$ cat config.mk
export PLATFORM = sky130hd
export DESIGN_NAME = mem_store_rmw
export DESIGN_NICKNAME = d
export VERILOG_FILES = /design/src/rtl/mem_store_rmw.sv
export SDC_FILE = /design/constraint.sdc
export NUM_CORES = 1
export LEC_CHECK = 0
export ABC_AREA = 1
export CAP_MARGIN = 20
export CORE_MARGIN = 8
export CORE_UTILIZATION = 49
export DETAILED_ROUTE_END_ITERATION = 10
export MAX_ROUTING_LAYER = met4
export PLACE_DENSITY = 0.77
export SYNTH_ARGS = -nofsm -noshare
export SYNTH_HDL_FRONTEND = slang
export SYNTH_SLANG_ARGS = --single-unit
$ cat constraint.sdc
create_clock -name clk -period 3.3 [get_ports clk]
set_input_delay 0.495 -clock clk [delete_from_list [all_inputs] [get_ports clk]]
set_output_delay 0.495 -clock clk [all_outputs]
set_load 0.005 [all_outputs]
$ cat src/rtl/mem_store_rmw.sv
// mem_store_rmw: store sequencer with read-modify-write for byte/halfword stores.
// Optional build macro MEM_RMW_MISALIGN_FAULT_EN: reject misaligned H/W stores
// with a fault response and no memory access. Without it, misaligned address
// bits are silently ignored (H uses addr[1] only, W ignores addr[1:0]).

package mem_store_rmw_pkg;
  localparam int unsigned WORD_W = 32;
  typedef logic [WORD_W-1:0] cpu_word;
  typedef enum logic [1:0] {
    MEM_W = 2'd0,
    MEM_H = 2'd1,
    MEM_B = 2'd2
  } mem_mode;
endpackage

// mem_nibble_wr: merge new store data into the old word on the selected lanes.
module mem_nibble_wr
  import mem_store_rmw_pkg::*;
(
  input  cpu_word    old_i,
  input  cpu_word    data_i,
  input  mem_mode    mode_i,
  input  logic [1:0] off_i,
  output cpu_word    merged_o_c
);
  // Lane merge: H picks a half by off[1], B picks a byte by off[1:0], W replaces all.
  always_comb begin
    merged_o_c = old_i;
    case (mode_i)
      MEM_H: begin
        if (off_i[1]) merged_o_c[31:16] = data_i[15:0];
        else          merged_o_c[15:0]  = data_i[15:0];
      end
      MEM_B:   merged_o_c[{off_i, 3'b000} +: 8] = data_i[7:0];
      default: merged_o_c = data_i;
    endcase
  end
endmodule

module mem_store_rmw
  import mem_store_rmw_pkg::*;
#(
  parameter int unsigned ADR_W = 30
) (
  input  logic             clk,
  input  logic             rst_n,
  input  logic             req_valid,
  output logic             req_ready,
  input  logic [ADR_W+1:0] req_addr,
  input  cpu_word          req_wdata,
  input  mem_mode          req_mode,
  output logic             resp_valid,
  output logic             resp_fault,
  output logic             mem_req,
  output logic             mem_we,
  output logic [ADR_W-1:0] mem_adr,
  output cpu_word          mem_wdata,
  input  logic             mem_gnt,
  input  logic             mem_rvalid,
  input  cpu_word          mem_rdata
);

  typedef enum logic [2:0] {
    IDLE    = 3'd0,
    RD_REQ  = 3'd1,
    RD_WAIT = 3'd2,
    WR_REQ  = 3'd3,
    RESP    = 3'd4
  } state_e;

  state_e           state_q, state_d;
  logic [ADR_W+1:0] addr_q, addr_d;
  cpu_word          data_q, data_d;
  mem_mode          mode_q, mode_d;
  logic             fault_q, fault_d;
  cpu_word          old_q, old_d;
  cpu_word          merged_c;
  logic             misalign_c;

  logic             req_ready_q, req_ready_d;
  logic             resp_valid_q, resp_valid_d;
  logic             resp_fault_q, resp_fault_d;
  logic             mem_req_q, mem_req_d;
  logic             mem_we_q, mem_we_d;
  logic [ADR_W-1:0] mem_adr_q, mem_adr_d;
  cpu_word          mem_wdata_q, mem_wdata_d;

`ifdef MEM_RMW_MISALIGN_FAULT_EN
  // Halfwords must be 2-byte aligned, words 4-byte aligned.
  assign misalign_c = ((req_mode == MEM_H) && req_addr[0]) ||
                      ((req_mode == MEM_W) && (req_addr[1:0] != 2'b00));
`else
  assign misalign_c = 1'b0;
`endif

  // Merge uses next-state values so the write data is ready in the WR_REQ cycle.
  mem_nibble_wr u_merge (
    .old_i      (old_d),
    .data_i     (data_d),
    .mode_i     (mode_d),
    .off_i      (addr_d[1:0]),
    .merged_o_c (merged_c)
  );

  // State register.
  always_ff @(posedge clk or negedge rst_n) begin
    if (!rst_n) state_q <= IDLE;
    else        state_q <= state_d;
  end

  // Next-state and request/old-word capture.
  always_comb begin
    state_d = state_q;
    addr_d  = addr_q;
    data_d  = data_q;
    mode_d  = mode_q;
    fault_d = fault_q;
    old_d   = old_q;
    case (state_q)
      IDLE: begin
        if (req_valid) begin
          addr_d  = req_addr;
          data_d  = req_wdata;
          mode_d  = req_mode;
          fault_d = misalign_c;
          if (misalign_c)              state_d = RESP;
          else if (req_mode == MEM_W)  state_d = WR_REQ;
          else                         state_d = RD_REQ;
        end
      end
      RD_REQ:  if (mem_gnt) state_d = RD_WAIT;
      RD_WAIT: begin
        if (mem_rvalid) begin
          old_d   = mem_rdata;
          state_d = WR_REQ;
        end
      end
      WR_REQ:  if (mem_gnt) state_d = RESP;
      RESP:    state_d = IDLE;
      default: state_d = IDLE;
    endcase
  end

  // Output decode from the next state, registered below.
  always_comb begin
    req_ready_d  = 1'b0;
    resp_valid_d = 1'b0;
    resp_fault_d = 1'b0;
    mem_req_d    = 1'b0;
    mem_we_d     = 1'b0;
    mem_adr_d    = '0;
    mem_wdata_d  = '0;
    case (state_d)
      IDLE:   req_ready_d = 1'b1;
      RD_REQ: begin
        mem_req_d = 1'b1;
        mem_adr_d = addr_d[ADR_W+1:2];
      end
      WR_REQ: begin
        mem_req_d   = 1'b1;
        mem_we_d    = 1'b1;
        mem_adr_d   = addr_d[ADR_W+1:2];
        mem_wdata_d = (mode_d == MEM_W) ? data_d : merged_c;
      end
      RESP: begin
        resp_valid_d = 1'b1;
        resp_fault_d = fault_d;
      end
      default: ;
    endcase
  end

  // Datapath and output registers.
  always_ff @(posedge clk or negedge rst_n) begin
    if (!rst_n) begin
      addr_q       <= '0;
      data_q       <= '0;
      mode_q       <= MEM_W;
      fault_q      <= 1'b0;
      old_q        <= '0;
      req_ready_q  <= 1'b1;
      resp_valid_q <= 1'b0;
      resp_fault_q <= 1'b0;
      mem_req_q    <= 1'b0;
      mem_we_q     <= 1'b0;
      mem_adr_q    <= '0;
      mem_wdata_q  <= '0;
    end else begin
      addr_q       <= addr_d;
      data_q       <= data_d;
      mode_q       <= mode_d;
      fault_q      <= fault_d;
      old_q        <= old_d;
      req_ready_q  <= req_ready_d;
      resp_valid_q <= resp_valid_d;
      resp_fault_q <= resp_fault_d;
      mem_req_q    <= mem_req_d;
      mem_we_q     <= mem_we_d;
      mem_adr_q    <= mem_adr_d;
      mem_wdata_q  <= mem_wdata_d;
    end
  end

  assign req_ready  = req_ready_q;
  assign resp_valid = resp_valid_q;
  assign resp_fault = resp_fault_q;
  assign mem_req    = mem_req_q;
  assign mem_we     = mem_we_q;
  assign mem_adr    = mem_adr_q;
  assign mem_wdata  = mem_wdata_q;

endmodule
==> metrics.md <==
| Metric | Value |
|---|---|
| Status | `complete, but fails checks` |
| Failing checks | `negative hold slack` |
| Synthesized instance count | `approximately 1100` |
| R2r setup slk | `approximately 0.50 ns` |
| Post-synth cell types | `32` |
| Worst slew margin | `between 40% and 50%` |
| Count leader, synth | `nand2_1` |
| Vias in the first global route | `between 7000 and 8000` |
| Routed length on met1 | `10600 um` |
| Boundary pin count | `between 150 and 200` |
| Pre-antenna DRT Iters | `6` |
| Area share of the largest cell type after synthesis | `about half` |
| Core footprint | `16500 um^2` |
| CP endpoint kind | `register` |
| Cell family with most CP delay | `simple AND/OR/NAND/NOR gates` |
| CP startpoint | `state_q[2]$_DFF_PN0_` |
| Die W | `146 um` |
| Worst path required time | `approximately 3.7 ns` |
| Die height | `about 150 um` |
| Nets | `roughly 1400` |
| Slew Viols, Final | `0` |
| Power per cell area | `just under 1000 nW/um^2` |
| Peak supply drop | `around 0.51 mV` |
| Clock root buffer | `clkbuf_16` |
| RSZ-0062 raised after global routing | `no` |
| Worst path max stage delay | `between 0.5 and 0.6 ns` |
| Initial Util | `between 50 and 60%` |
| HP Class | `input pin to asynchronous set/reset pin` |
| CP arrival | `about 3.2 ns` |
| WL met2 | `11100 um` |
| Number of enable flip-flop cells after synthesis | `0` |
| Post-DP HPWL | `between 15000 and 20000 um` |
| R2r endpoint | `mem_wdata[26]$_DFF_PN0_` |
| YS warnings | `0` |
| Crit share post-route | `84.9%` |
| Share of cells above drive strength 1 | `under 10%` |
| DRT antenna net count | `0` |
| Pre-CTS setup slack | `approximately 0.39 ns` |
| Worst-Margin Slew | `slightly below 0.8 ns` |
| Latest clock arrival within the worst-skew pair | `between 0.4 and 0.5 ns` |
| CTS buffer count | `17` |
| Via count | `between 7000 and 8000` |
| Initial antenna violation count | `0` |
| Post-synth top cells | `nand2_1, dfrtp_1, inv_1, nor2_1, nand3_1` |
| Sequential area share after synthesis | `about half` |
| Syn Area/Cell | `7.63 um^2` |
| Startpoint Class | `register` |
| Vias/cell | `between 5 and 6` |
| Antenna diodes | `0` |
| CP cell instances | `inv_2, nand2_2, nand2_1, nand2_4, ha_1, clkinv_1, nor3_2, nand3_1, nand2_1, nand2_1, a21oi_1` |
| Drt initial violations | `625` |
| Overall routing resource usage | `about a quarter` |
| H-tree levels | `4` |
| Crit-path slowest cell | `dfrtp_1` |
| Period minus WS final | `approximately 2.8 ns` |
| Detailed Route WL | `around 24000 um` |
| Die ar. | `21300 um^2` |
| # rows | `47` |
| R2R depth | `11` |
| Clock Path Buffers | `2` |
| Post-route DRC | `0` |
| Worst setup path end | `mem_wdata[26]$_DFF_PN0_` |
| Global-route wire length before repair | `between 30000 and 40000 um` |
| Setup_tns | `0 ns` |
| Wire length on met3 | `between 1000 and 1500 um` |
| Async S/R FF share, synth | `between 90% and 100%` |
| Hold Fails Final Rpt | `2` |
| Leak | `~5.4 nW` |
| FF+latch count, synth | `approximately 170` |
| Reg clk slew, reported paths | `0.07 ns` |
| DR WL/cell | `16.3 um` |
| PostCTS Resize Cnt | `0` |
| Min Hold Slack | `-0.000509 ns` |
| Final worst slack | `between 0.4 and 0.5 ns` |
| Final setup vio count | `0` |
| Area delta synth->final | `30.1%` |
| Total grt overflow | `0` |
| CTS tree | `built` |
| Filler cells | `1437` |
| Post-CTS Setup Repair Bufs | `0` |
| CP Max Fanout | `20` |
| Ys flop type | `dfrtp_1` |
| Mapped Nets | `roughly 1200` |
| Mapped cell area | `8280 um^2` |
| Final Skew | `between 0.008 and 0.009 ns` |
| Buffers & Inverters on Critical Path | `2` |
| Kind of critical path | `register to register` |
| Yosys top cell by area | `dfrtp_1` |
| Synth top area cells | `dfrtp_1, nand2_1, nand3_1, o21ai_0, inv_1` |
| GPL Wtd Cong | `a little over 0.9` |
| FF-to-FF Start | `state_q[2]$_DFF_PN0_` |
| Clk sinks | `between 150 and 200` |
| Hold_buf cts | `0` |
| Max Fclk | `0.357 GHz` |
| Most used cell, CP | `nand2_1` |
| Max-cap violations | `0` |
| Critical path depth | `11` |
| DR top layer | `met4` |
| Pin count of the biggest net entering global routing | `66` |
| I/O Buffers | `approximately 170` |
-- sequential cells by signal (all words and copies together) (netlist names) --
name,count
fault_q,1
mode_q,2
state_q,3
mem_req,1
resp_fault,1
mem_adr,30
addr_q,32
resp_valid,1
data_q,32
req_ready,1
mem_we,1
mem_wdata,32
old_q,32
-- area by class of cell --
cell class / count / area [um^2] / share of cell area [%]
flip-flops and latches: 169 / 4230 / 39.3
multi-input cells: 772 / 3380 / 31.4
repair buffers: 197 / 1930 / 17.9
clock buffers: 18 / 439 / 4.08
inverters: 88 / 330 / 3.07
well taps: 220 / 275 / 2.56
clock inverters: 14 / 186 / 1.73
-- cells by family after synthesis --
family	count (synthesis)	synth area share [%]
buf+inv	144	8.06
compound gates	107	6.52
fa+ha+maj	8	1.21
flops	169	51.1
simple gates	657	33.1
-- how the worst min path moves through the flow --
stage                             startpoint                    end  slack, ns  cells after the start
after floorplan                        rst_n    addr_q[0]$_DFF_PN0_       0.20                      0
after CTS                              rst_n  mem_adr[23]$_DFF_PN0_       0.02                      1
after global placement    old_q[2]$_DFF_PN0_     old_q[2]$_DFF_PN0_       0.45                      2
after detailed placement  old_q[2]$_DFF_PN0_     old_q[2]$_DFF_PN0_       0.46                      2
final                                  rst_n   addr_q[25]$_DFF_PN0_    -0.0005                      1
after global routing                   rst_n  mem_adr[23]$_DFF_PN0_       0.03                      1
-- layer usage --
layer  GRT usage, %  vias up
li1               -     3683
met1           29.5     3484
met2           35.4      244
met3           4.14       65
met4           11.9        0
met5              -        -
-- per-stage QoR --
stage / hold WS, ns / utilization [%] / total power [mW] / std cells / cell area [um^2]
2_1_floorplan: 0.199 / - / 6.56 / 1085 / 8280
3_3_place_gp: 0.453 / 61.4 / 8.30 / 1446 / 10100
3_5_place_dp: 0.460 / 61.4 / 8.44 / 1446 / 10100
4_1_cts: 0.0190 / 65.2 / 10.6 / 1478 / 10800
5_1_grt: 0.0323 / 65.2 / 11.4 / 1478 / 10800
6_report: -0.000509 / 65.2 / 10.6 / 1478 / 10800
-- cells in the final DEF (no fill, tap or decap), types with 2 or more instances in the layout --
master           Yosys  routed
nand2_1            455     455
dfrtp_1            168     168
clkdlybuf4s50_1      0     168
inv_1               81      81
nor2_1              78      77
nand3_1             69      69
o21ai_0             64      64
a21oi_1             32      32
buf_4                9      26
clkbuf_16            0      17
or2_0               14      14
or2_2               10      10
o21ai_1             10      10
nand4_1              9       9
ha_1                 8       8
or2_1                6       6
inv_2                4       4
nor2_2               3       4
clkinv_4             0       4
nand3_2              3       3
nand2_4              3       3
clkinv_1             3       3
bufinv_16            0       3
inv_6                0       3
nand2_2              2       2
inv_8                0       2
buf_12               0       2
-- power by group --
group / switching, mW / internal (mW)
combinational: 3.44 / 1.81
clock: 0.872 / 1.23
sequential: 0.294 / 2.91
No activity file was read; power rests on OpenSTA's default activity.
